[src/rtl/riscv_dmem_arbiter.sv]
// ---------------------------------------------------------------------------
// riscv_dmem_arbiter
// Shares the single data-cache request port between the LSU (port 0) and a
// secondary master such as debug or DMA (port 1). Responses come back in
// order, so a small FIFO of port IDs steers each ack to the right requester.
//
// Ports:
//   clk_i, rst_ni              clock, asynchronous active-low reset
//   req{0,1}_*_i               request bus from each requester
//   req{0,1}_accept_o          request taken by the cache this cycle
//   req{0,1}_ack/error/data_rd/resp_tag_o  routed response
//   mem_*_o                    muxed request bus to the cache
//   mem_accept/ack/error/data_rd/resp_tag_i  cache handshake and response
//   busy_o                     at least one request outstanding
//
// Build option: RISCV_DMEM_ARB_FIXED_PRIO_EN gives port 0 fixed priority on
// an idle conflict instead of round-robin.
//
// state | meaning
// IDLE  | no frozen grant, winner chosen combinationally
// LOCK0 | port 0 presented but not yet accepted, grant held
// LOCK1 | port 1 presented but not yet accepted, grant held
// ---------------------------------------------------------------------------
module riscv_dmem_arbiter #(
  parameter int MAX_OUTSTANDING = 4,
  parameter int CNT_W           = 3
) (
  input  logic        clk_i,
  input  logic        rst_ni,
  input  logic [31:0] req0_addr_i,
  input  logic [31:0] req0_data_wr_i,
  input  logic        req0_rd_i,
  input  logic [3:0]  req0_wr_i,
  input  logic        req0_cacheable_i,
  input  logic [10:0] req0_req_tag_i,
  input  logic        req0_invalidate_i,
  input  logic        req0_flush_i,
  output logic        req0_accept_o,
  output logic        req0_ack_o,
  output logic        req0_error_o,
  output logic [31:0] req0_data_rd_o,
  output logic [10:0] req0_resp_tag_o,
  input  logic [31:0] req1_addr_i,
  input  logic [31:0] req1_data_wr_i,
  input  logic        req1_rd_i,
  input  logic [3:0]  req1_wr_i,
  input  logic        req1_cacheable_i,
  input  logic [10:0] req1_req_tag_i,
  input  logic        req1_invalidate_i,
  input  logic        req1_flush_i,
  output logic        req1_accept_o,
  output logic        req1_ack_o,
  output logic        req1_error_o,
  output logic [31:0] req1_data_rd_o,
  output logic [10:0] req1_resp_tag_o,
  output logic [31:0] mem_addr_o,
  output logic [31:0] mem_data_wr_o,
  output logic        mem_rd_o,
  output logic [3:0]  mem_wr_o,
  output logic        mem_cacheable_o,
  output logic [10:0] mem_req_tag_o,
  output logic        mem_invalidate_o,
  output logic        mem_flush_o,
  input  logic        mem_accept_i,
  input  logic        mem_ack_i,
  input  logic        mem_error_i,
  input  logic [31:0] mem_data_rd_i,
  input  logic [10:0] mem_resp_tag_i,
  output logic        busy_o
);

  localparam int PTR_W = $clog2(MAX_OUTSTANDING);

  localparam logic [1:0] ST_IDLE  = 2'd0;
  localparam logic [1:0] ST_LOCK0 = 2'd1;
  localparam logic [1:0] ST_LOCK1 = 2'd2;

  logic             valid0, valid1;
  logic [1:0]       state_q, state_d;
  logic             last_q;
  logic             gnt_any, gnt_port;
  logic             push, pop, fifo_full, fifo_empty, head_id;
  logic [PTR_W-1:0] wr_ptr_q, rd_ptr_q;
  logic [CNT_W-1:0] count_q;
  logic             id_q [MAX_OUTSTANDING];

  assign valid0 = req0_rd_i | (|req0_wr_i) | req0_invalidate_i | req0_flush_i;
  assign valid1 = req1_rd_i | (|req1_wr_i) | req1_invalidate_i | req1_flush_i;

  always_comb begin
    gnt_any  = 1'b0;
    gnt_port = 1'b0;
    case (state_q)
      ST_LOCK0: gnt_any = valid0;
      ST_LOCK1: begin
        gnt_any  = valid1;
        gnt_port = 1'b1;
      end
      default: begin
        if (valid0 && valid1) begin
          gnt_any = 1'b1;
`ifdef RISCV_DMEM_ARB_FIXED_PRIO_EN
          gnt_port = 1'b0;
`else
          // Whoever was not accepted last goes first.
          gnt_port = ~last_q;
`endif
        end else if (valid0) begin
          gnt_any = 1'b1;
        end else if (valid1) begin
          gnt_any  = 1'b1;
          gnt_port = 1'b1;
        end
      end
    endcase
  end

  assign fifo_full  = (count_q == CNT_W'(MAX_OUTSTANDING));
  assign fifo_empty = (count_q == '0);
  assign push       = gnt_any & mem_accept_i & ~fifo_full;
  assign pop        = mem_ack_i & ~fifo_empty;
  assign head_id    = id_q[rd_ptr_q];

  always_comb begin
    state_d = state_q;
    case (state_q)
      ST_IDLE: if (gnt_any && !push) state_d = gnt_port ? ST_LOCK1 : ST_LOCK0;
      default: if (push || !gnt_any) state_d = ST_IDLE;
    endcase
  end

  always_ff @(posedge clk_i or negedge rst_ni) begin
    if (!rst_ni) begin
      state_q  <= ST_IDLE;
      last_q   <= 1'b1;
      wr_ptr_q <= '0;
      rd_ptr_q <= '0;
      count_q  <= '0;
    end else begin
      state_q <= state_d;
      if (push) begin
        last_q   <= gnt_port;
        wr_ptr_q <= wr_ptr_q + 1'b1;
      end
      if (pop) rd_ptr_q <= rd_ptr_q + 1'b1;
      case ({push, pop})
        2'b10:   count_q <= count_q + 1'b1;
        2'b01:   count_q <= count_q - 1'b1;
        default: count_q <= count_q;
      endcase
    end
  end

  // ID storage needs no reset: entries are only read behind a valid count.
  always_ff @(posedge clk_i) begin
    if (push) id_q[wr_ptr_q] <= gnt_port;
  end

  assign req0_accept_o = push & ~gnt_port;
  assign req1_accept_o = push & gnt_port;

  // Address/data fields follow the grant; only the strobes are gated when
  // the ID FIFO is full so the cache sees no request.
  always_comb begin
    mem_addr_o       = '0;
    mem_data_wr_o    = '0;
    mem_rd_o         = 1'b0;
    mem_wr_o         = '0;
    mem_cacheable_o  = 1'b0;
    mem_req_tag_o    = '0;
    mem_invalidate_o = 1'b0;
    mem_flush_o      = 1'b0;
    if (gnt_any) begin
      if (gnt_port) begin
        mem_addr_o       = req1_addr_i;
        mem_data_wr_o    = req1_data_wr_i;
        mem_rd_o         = req1_rd_i & ~fifo_full;
        mem_wr_o         = req1_wr_i & {4{~fifo_full}};
        mem_cacheable_o  = req1_cacheable_i;
        mem_req_tag_o    = req1_req_tag_i;
        mem_invalidate_o = req1_invalidate_i & ~fifo_full;
        mem_flush_o      = req1_flush_i & ~fifo_full;
      end else begin
        mem_addr_o       = req0_addr_i;
        mem_data_wr_o    = req0_data_wr_i;
        mem_rd_o         = req0_rd_i & ~fifo_full;
        mem_wr_o         = req0_wr_i & {4{~fifo_full}};
        mem_cacheable_o  = req0_cacheable_i;
        mem_req_tag_o    = req0_req_tag_i;
        mem_invalidate_o = req0_invalidate_i & ~fifo_full;
        mem_flush_o      = req0_flush_i & ~fifo_full;
      end
    end
  end

  assign req0_ack_o      = pop & ~head_id;
  assign req1_ack_o      = pop & head_id;
  assign req0_error_o    = req0_ack_o & mem_error_i;
  assign req1_error_o    = req1_ack_o & mem_error_i;
  assign req0_data_rd_o  = req0_ack_o ? mem_data_rd_i : '0;
  assign req1_data_rd_o  = req1_ack_o ? mem_data_rd_i : '0;
  assign req0_resp_tag_o = req0_ack_o ? mem_resp_tag_i : '0;
  assign req1_resp_tag_o = req1_ack_o ? mem_resp_tag_i : '0;

  assign busy_o = ~fifo_empty;

endmodule

[config.mk]
export PLATFORM = sky130hd
export DESIGN_NAME = riscv_dmem_arbiter
export DESIGN_NICKNAME = d
export VERILOG_FILES = /design/src/rtl/riscv_dmem_arbiter.sv
export SDC_FILE = /design/constraint.sdc
export NUM_CORES = 1
export LEC_CHECK = 0
export ABC_AREA = 1
export BUFFER_PORTS_ARGS = -buffer_cell sky130_fd_sc_hd__buf_2
export CORE_AREA = 2 2 152 154
export CTS_CLUSTER_SIZE = 14
export DETAILED_ROUTE_END_ITERATION = 12
export DIE_AREA = 0 0 154 156
export GPL_ROUTABILITY_DRIVEN = 0
export MAX_ROUTING_LAYER = met4
export PLACE_DENSITY = 0.41
export SYNTH_ARGS = -nofsm -noshare
export SYNTH_HDL_FRONTEND = slang
export SYNTH_SLANG_ARGS = --single-unit
[constraint.sdc]
create_clock -name clk_i -period 3.4 [get_ports clk_i]
set_input_delay 0.68 -clock clk_i [delete_from_list [all_inputs] [get_ports clk_i]]
set_output_delay 0.68 -clock clk_i [all_outputs]
set_load 0.005 [all_outputs]
Word-level counts from Yosys, hierarchy flattened. Memory sizes are Yosys's and may differ from the RTL's. Cells that the tools add are included.

Register bits after elaboration: 10. Bits in writable memories: 4. Logic and storage cells: 90. Memories: 1.

Memories: id_q (words 4, width 1, read ports 1, clocked after memory_dff 0, wr ports 1, RTL line 85) `logic id_q [MAX_OUTSTANDING];`.

Add/subtract/negate cells: 4. Equality and inequality tests: 6. Multiplexer cells: 34. Bitwise operators: 28. Reduce and logical (&&, ||, !) cells: 12.

Operators by type and width (number): $mux 32 (6); $mux 11 (4); $and 1x1->1 (15); $mux 1 (15); $and 4x4->4 (2); $mux 2 (4); $mux 4 (2); $reduce_or 4->1 (2); $or 1x1->1 (6); $pmux 3 s2 (1); $not 1->1 (5); $add 2x1->2 const B (2); $eq 2x1->1 const B (2); $eq 2x2->1 const B (2); $pmux 1 s2 (2); $reduce_bool 2->1 (2); $add 3x1->3 const B (1); $eq 3x3->1 const B (1); $logic_not 3->1 (1); $sub 3x1->3 const B (1); $logic_and 1x1->1 (2); $logic_not 1->1 (2); $logic_not 2->1 (1); $ne 2x2->1 const B (1); other kinds (2) (2).

Longest topological paths before layout.
Word-level depth: 14. Depth in mapped cells: 14.

Worst setup path before layout. Ideal clock, no wire load.

Path type: input port to flip-flop. Start: input port req0_rd_i. End: register count_q[2]. Setup time: 131 ps. Arrival time: 2371 ps. Required time: 3269 ps. Slack: 898 ps. Cell stages on the path: 14. Path buffers: 1. Cells stage by stage: nor2_1 > nand2_1 > nor2_2 > nor2_1 > nor2_1 > nand2_2 > nand2_2 > buf_6 > ha_1 > inv_1 > fa_1 > a21oi_1 > o21ai_0 > xor2_1.

Longest elaborated chain between the ends: 10. Elaborated cells on any way between the ends: 13. Those cells by class: eq/ne (2); mux (4); bitwise (5); reduce/logical (2).

Ends and longest elaborated chain: start, declared (RTL line 32) `input logic req0_rd_i,`; $or 1x1->1 * (3 in series) (RTL line 87) `assign valid0 = req0_rd_i | (|req0_wr_i) | req0_invalidate_i | req0_flush_i;`; $mux 1 / $logic_and 1x1->1 (equally long branches) (RTL line 108, 100); $mux 1 (RTL line 100) `if (valid0 && valid1) begin`; $pmux 1 s2 * (RTL line 93) `case (state_q)`; $and 1x1->1 * (2 in series) (RTL line 120) `assign push = gnt_any & mem_accept_i & ~fifo_full;`; $eq 2x1->1 / $eq 2x2->1 (equally long branches) (RTL line 146) `case ({push, pop})`; $pmux 3 s2 / $reduce_bool 2->1 (equally long branches); end signal, assigned (RTL line 147) `2'b10: count_q <= count_q + 1'b1;`; end signal, assigned (RTL line 148) `2'b01: count_q <= count_q - 1'b1;`; end signal, assigned (RTL line 149) `default: count_q <= count_q;`; end, declared (RTL line 84) `logic [CNT_W-1:0] count_q;`.

Mark *: on every way between the ends. The rest lies on a longest branch, timed or not. A chain may end at the register's enable or synchronous reset.

Worst setup path in the final report.
Start: input port req1_wr_i[3]. End: output port mem_data_wr_o[21].

Longest elaborated chain between the ends: 10. Elaborated cells on any way between the ends: 14. Those cells by class: mux (9); bitwise (3); reduce/logical (2).

Ends and longest elaborated chain: start, declared (RTL line 46) `input logic [3:0] req1_wr_i,`; $reduce_or 4->1 * (RTL line 88) `assign valid1 = req1_rd_i | (|req1_wr_i) | req1_invalidate_i | req1_flush_i;`; $or 1x1->1 * (3 in series) (RTL line 88); $mux 1 (RTL line 110) `end else if (valid1) begin`; $mux 1 (RTL line 108) `end else if (valid0) begin`; $mux 1 (RTL line 100); $pmux 1 s2 (RTL line 93); $mux 32 (RTL line 174) `if (gnt_port) begin`; $mux 32 * (RTL line 173) `if (gnt_any) begin`; end, declared (RTL line 57) `output logic [31:0] mem_data_wr_o,`.

Marked as above.

==> results.sh <==
export IMPL_outcome="completed"
export IMPL_vias=4496
export IMPL_syn_to_final_growth_pct=86.07
export IMPL_p_per_area_nw_per_um2=888.9
export IMPL_hold_viol=0
export IMPL_ys_types=25
export IMPL_cts_tree="yes"
export IMPL_postCtsHoldBufs=0
export IMPL_cts_root_buffer="clkbuf_16"
export IMPL_path_cells="buf_2 > nor2_1 > nand2_1 > nor2_2 > nor2_1 > o21ai_2 > nand2_2 > inv_2 > buf_4 > nor2_1 > nor2_1 > buf_2"
export IMPL_yosys_warnings=0
export IMPL_coreArea_um2=22370
export IMPL_dp_cells=1178
export IMPL_grt_pass1_vias=4328
export IMPL_drt_iter0_markers=249
export IMPL_initial_utilization_pct=11.85
export IMPL_io_buffers=389
export IMPL_cp_arrival_ns=2.22
export IMPL_routedWlPerCell_um=14.32
export IMPL_setup_viol=0
export IMPL_max_freq_ghz=0.3445
export IMPL_slew_viol_final=0
export IMPL_startpoint_type="input pin"
export IMPL_dpl_hpwl_um=14580
export IMPL_r2r_start="state_q[0]$_DFFE_PN0P_"
export IMPL_power_total_mw=4.383
export IMPL_cts_buffers=3
export IMPL_crit_path_max_incr_delay_ns=0.28
export IMPL_critPathRequiredTime_ns=2.72
export IMPL_syn_area_um2=2650
export IMPL_grt_pass1_wl_um=24500
export IMPL_syn_avg_cell_area_um2=5.000
export IMPL_cpLargestDelayFamily="buffers and inverters"
export IMPL_syn_num_nets=753
export IMPL_rr_worst_depth=12
export IMPL_irDropWorstVdd_mv=0.4604
export IMPL_drive_gt1_share_pct=45.82
export IMPL_grt_max_degree=90
export IMPL_routed_wl_um=16940
export IMPL_maxCapViolCount=0
export IMPL_path_common_cell="nor2_1"
export IMPL_slew_headroom_pct=68.86
export IMPL_antenna_found_initial=1
export IMPL_ys_seq_area_share_pct=14.02
export IMPL_drcViolationCount=0
export IMPL_avgViaCountPerCell=3.801
export IMPL_finalCritPeriodShare_pct=85.36
export IMPL_yosysTopAreaCellShare_pct=38.81
export IMPL_min_period_ns=2.902
export IMPL_ios=390
export IMPL_r2r_slack_ns=1.04
export IMPL_hp_class="input pin to async pin"
export IMPL_clk_pin_slew_worst_paths_ns=0.05
export IMPL_path_buf_inv=4
export IMPL_cts_setup_buffers=0
export IMPL_crit_fanout=17
export IMPL_power_leakage_nw=3.142
export IMPL_clk_insertion_delay_late_ns=0.25
export IMPL_yosysTopAreaCell="nor2_1"
export IMPL_ant_nets=0
export IMPL_die_x_um=154
export IMPL_reg2reg_to="count_q[2]$_DFFE_PN0P_"
export IMPL_cts_htree_levels=1
export IMPL_die_y_um=156
export IMPL_critical_path_slowest_cell="buf_4"
export IMPL_grt_total_usage_pct=13.76
export IMPL_postCtsResizedCells=0
export IMPL_dieArea_um2=24020
export IMPL_yosys_top_cells_area="nor2_1, o21ai_0, inv_1"
export IMPL_tightest_slew_ns=0.4664
export IMPL_rsz0062_at_grt="no"
export IMPL_tns_ns=0
export IMPL_finClkSkew_ns=0.002941
export IMPL_drtPass1Iterations=4
export IMPL_final_cells=1183
export IMPL_path_class="input pin to primary output"
export IMPL_syn_inst=530
export IMPL_worstSetupEndpointType="primary output"
export IMPL_cts_buffer_depth=2
export IMPL_overflow=0
export IMPL_crit_start="req1_wr_i[3]"
export IMPL_rows=55
export IMPL_fin_nets=1121
export IMPL_hold_ws_ns=0.3041
export IMPL_yosys_register_bits=14
export IMPL_cts_num_sinks=14
logic make-up (layout without fill, tap and decap cells):
group	count (synthesis)	in the layout	share of synthesized area, %
other	0	1	0
AOI/OAI and AO/OA	84	84	16.19
adders and majority gates	9	9	4.533
buffers and inverters	107	474	18.46
and+or+nand+nor	312	312	45.47
DFF	14	14	14.02
xor gates and xnor gates	4	4	1.322
worst register-to-register path, stage by stage, from the launching register on:
cell and delay, ns:
dfrtp_1 0.38, inv_1 0.08, ha_1 0.33, inv_1 0.05, nand2_1 0.07, nand2_2 0.08, nand2_2 0.22, ha_1 0.19
inv_1 0.07, fa_1 0.38, a21oi_1 0.14, o21ai_0 0.12, xor2_1 0.15
cell usage after synthesis (all sizes together):
cell type  number
xor2            3
ha              8
nand4           2
nand2          21
inv            72
buf            19
a21oi           4
nor3            8
edfxtp          4
fa              1
xnor2           1
dfstp           1
dfrtp           9
a32o            1
clkbuf         16
nor2          276
nand3           5
o21ai          79
layout by cell type (no fill, tap or decap):
cell type	netlist	layout
a32o_1	1	1
nand4_1	2	2
clkbuf_8	0	1
clkbuf_16	0	3
o21ai_2	1	1
nor2_2	2	2
nor2_1	274	274
dfrtp_1	9	9
diode_2	0	1
nand2_1	18	18
buf_2	9	389
o21ai_0	72	72
inv_2	2	2
inv_1	70	70
a21oi_1	4	4
nor3_1	8	8
o21ai_1	6	6
nand2_2	3	3
buf_12	0	3
ha_1	8	8
buf_4	0	6
fa_1	1	1
edfxtp_1	4	4
nand3_1	5	5
xnor2_1	1	1
dfstp_2	1	1
xor2_1	3	3
through the flow:
stage / utilization [%] / setup slack [ns] / instance area, um2
final: 22.05 / 0.4976 / 4931
after global routing: 22.05 / 0.3072 / 4931
after CTS: 22.04 / 0.4413 / 4928
after detailed placement: 21.64 / 0.4934 / 4840
after global placement: 21.64 / 0.4365 / 4840
after floorplan: - / 0.8978 / 2650
routing by layer:
layer	vias to the layer above	routed length (um)	GRT usage, %
li1	2329	-	-
met3	18	1205	2.694
met4	0	421	3.516
met5	-	0	-
met2	259	8701	26.52
met1	1890	6612	14.27
layout make-up:
type | instances | area (um2)
fillers | 2663 | 17430
inverters | 72 | 270.3
flip-flops and latches | 14 | 371.6
well taps | 285 | 356.6
repair buffers | 398 | 2052
diodes | 1 | 2.502
clock buffers | 4 | 88.84
multi-input cells | 409 | 1789
worst max path at each step:
stage	end	slack, ns	cells after the start
2_1_floorplan	count_q[2]$_DFFE_PN0P_	0.90	14
3_3_place_gp	mem_wr_o[2]	0.44	12
3_5_place_dp	mem_wr_o[2]	0.49	12
4_1_cts	req1_data_rd_o[3]	0.44	8
5_1_grt	mem_data_wr_o[21]	0.31	12
6_report	mem_data_wr_o[21]	0.50	12
registers in the layout (all words and copies together), names as in the netlist:
signal,cells
count_q,3
id_q,4
last_q,1
rd_ptr_q,2
state_q,2
wr_ptr_q,2
power by group:
group          internal [mW]  switching [mW]
logic                   1.53            2.30
registers              0.265          0.0452
clock network          0.178          0.0705
total                   1.97            2.41
Note: power is estimated with default switching activity, not from simulation.
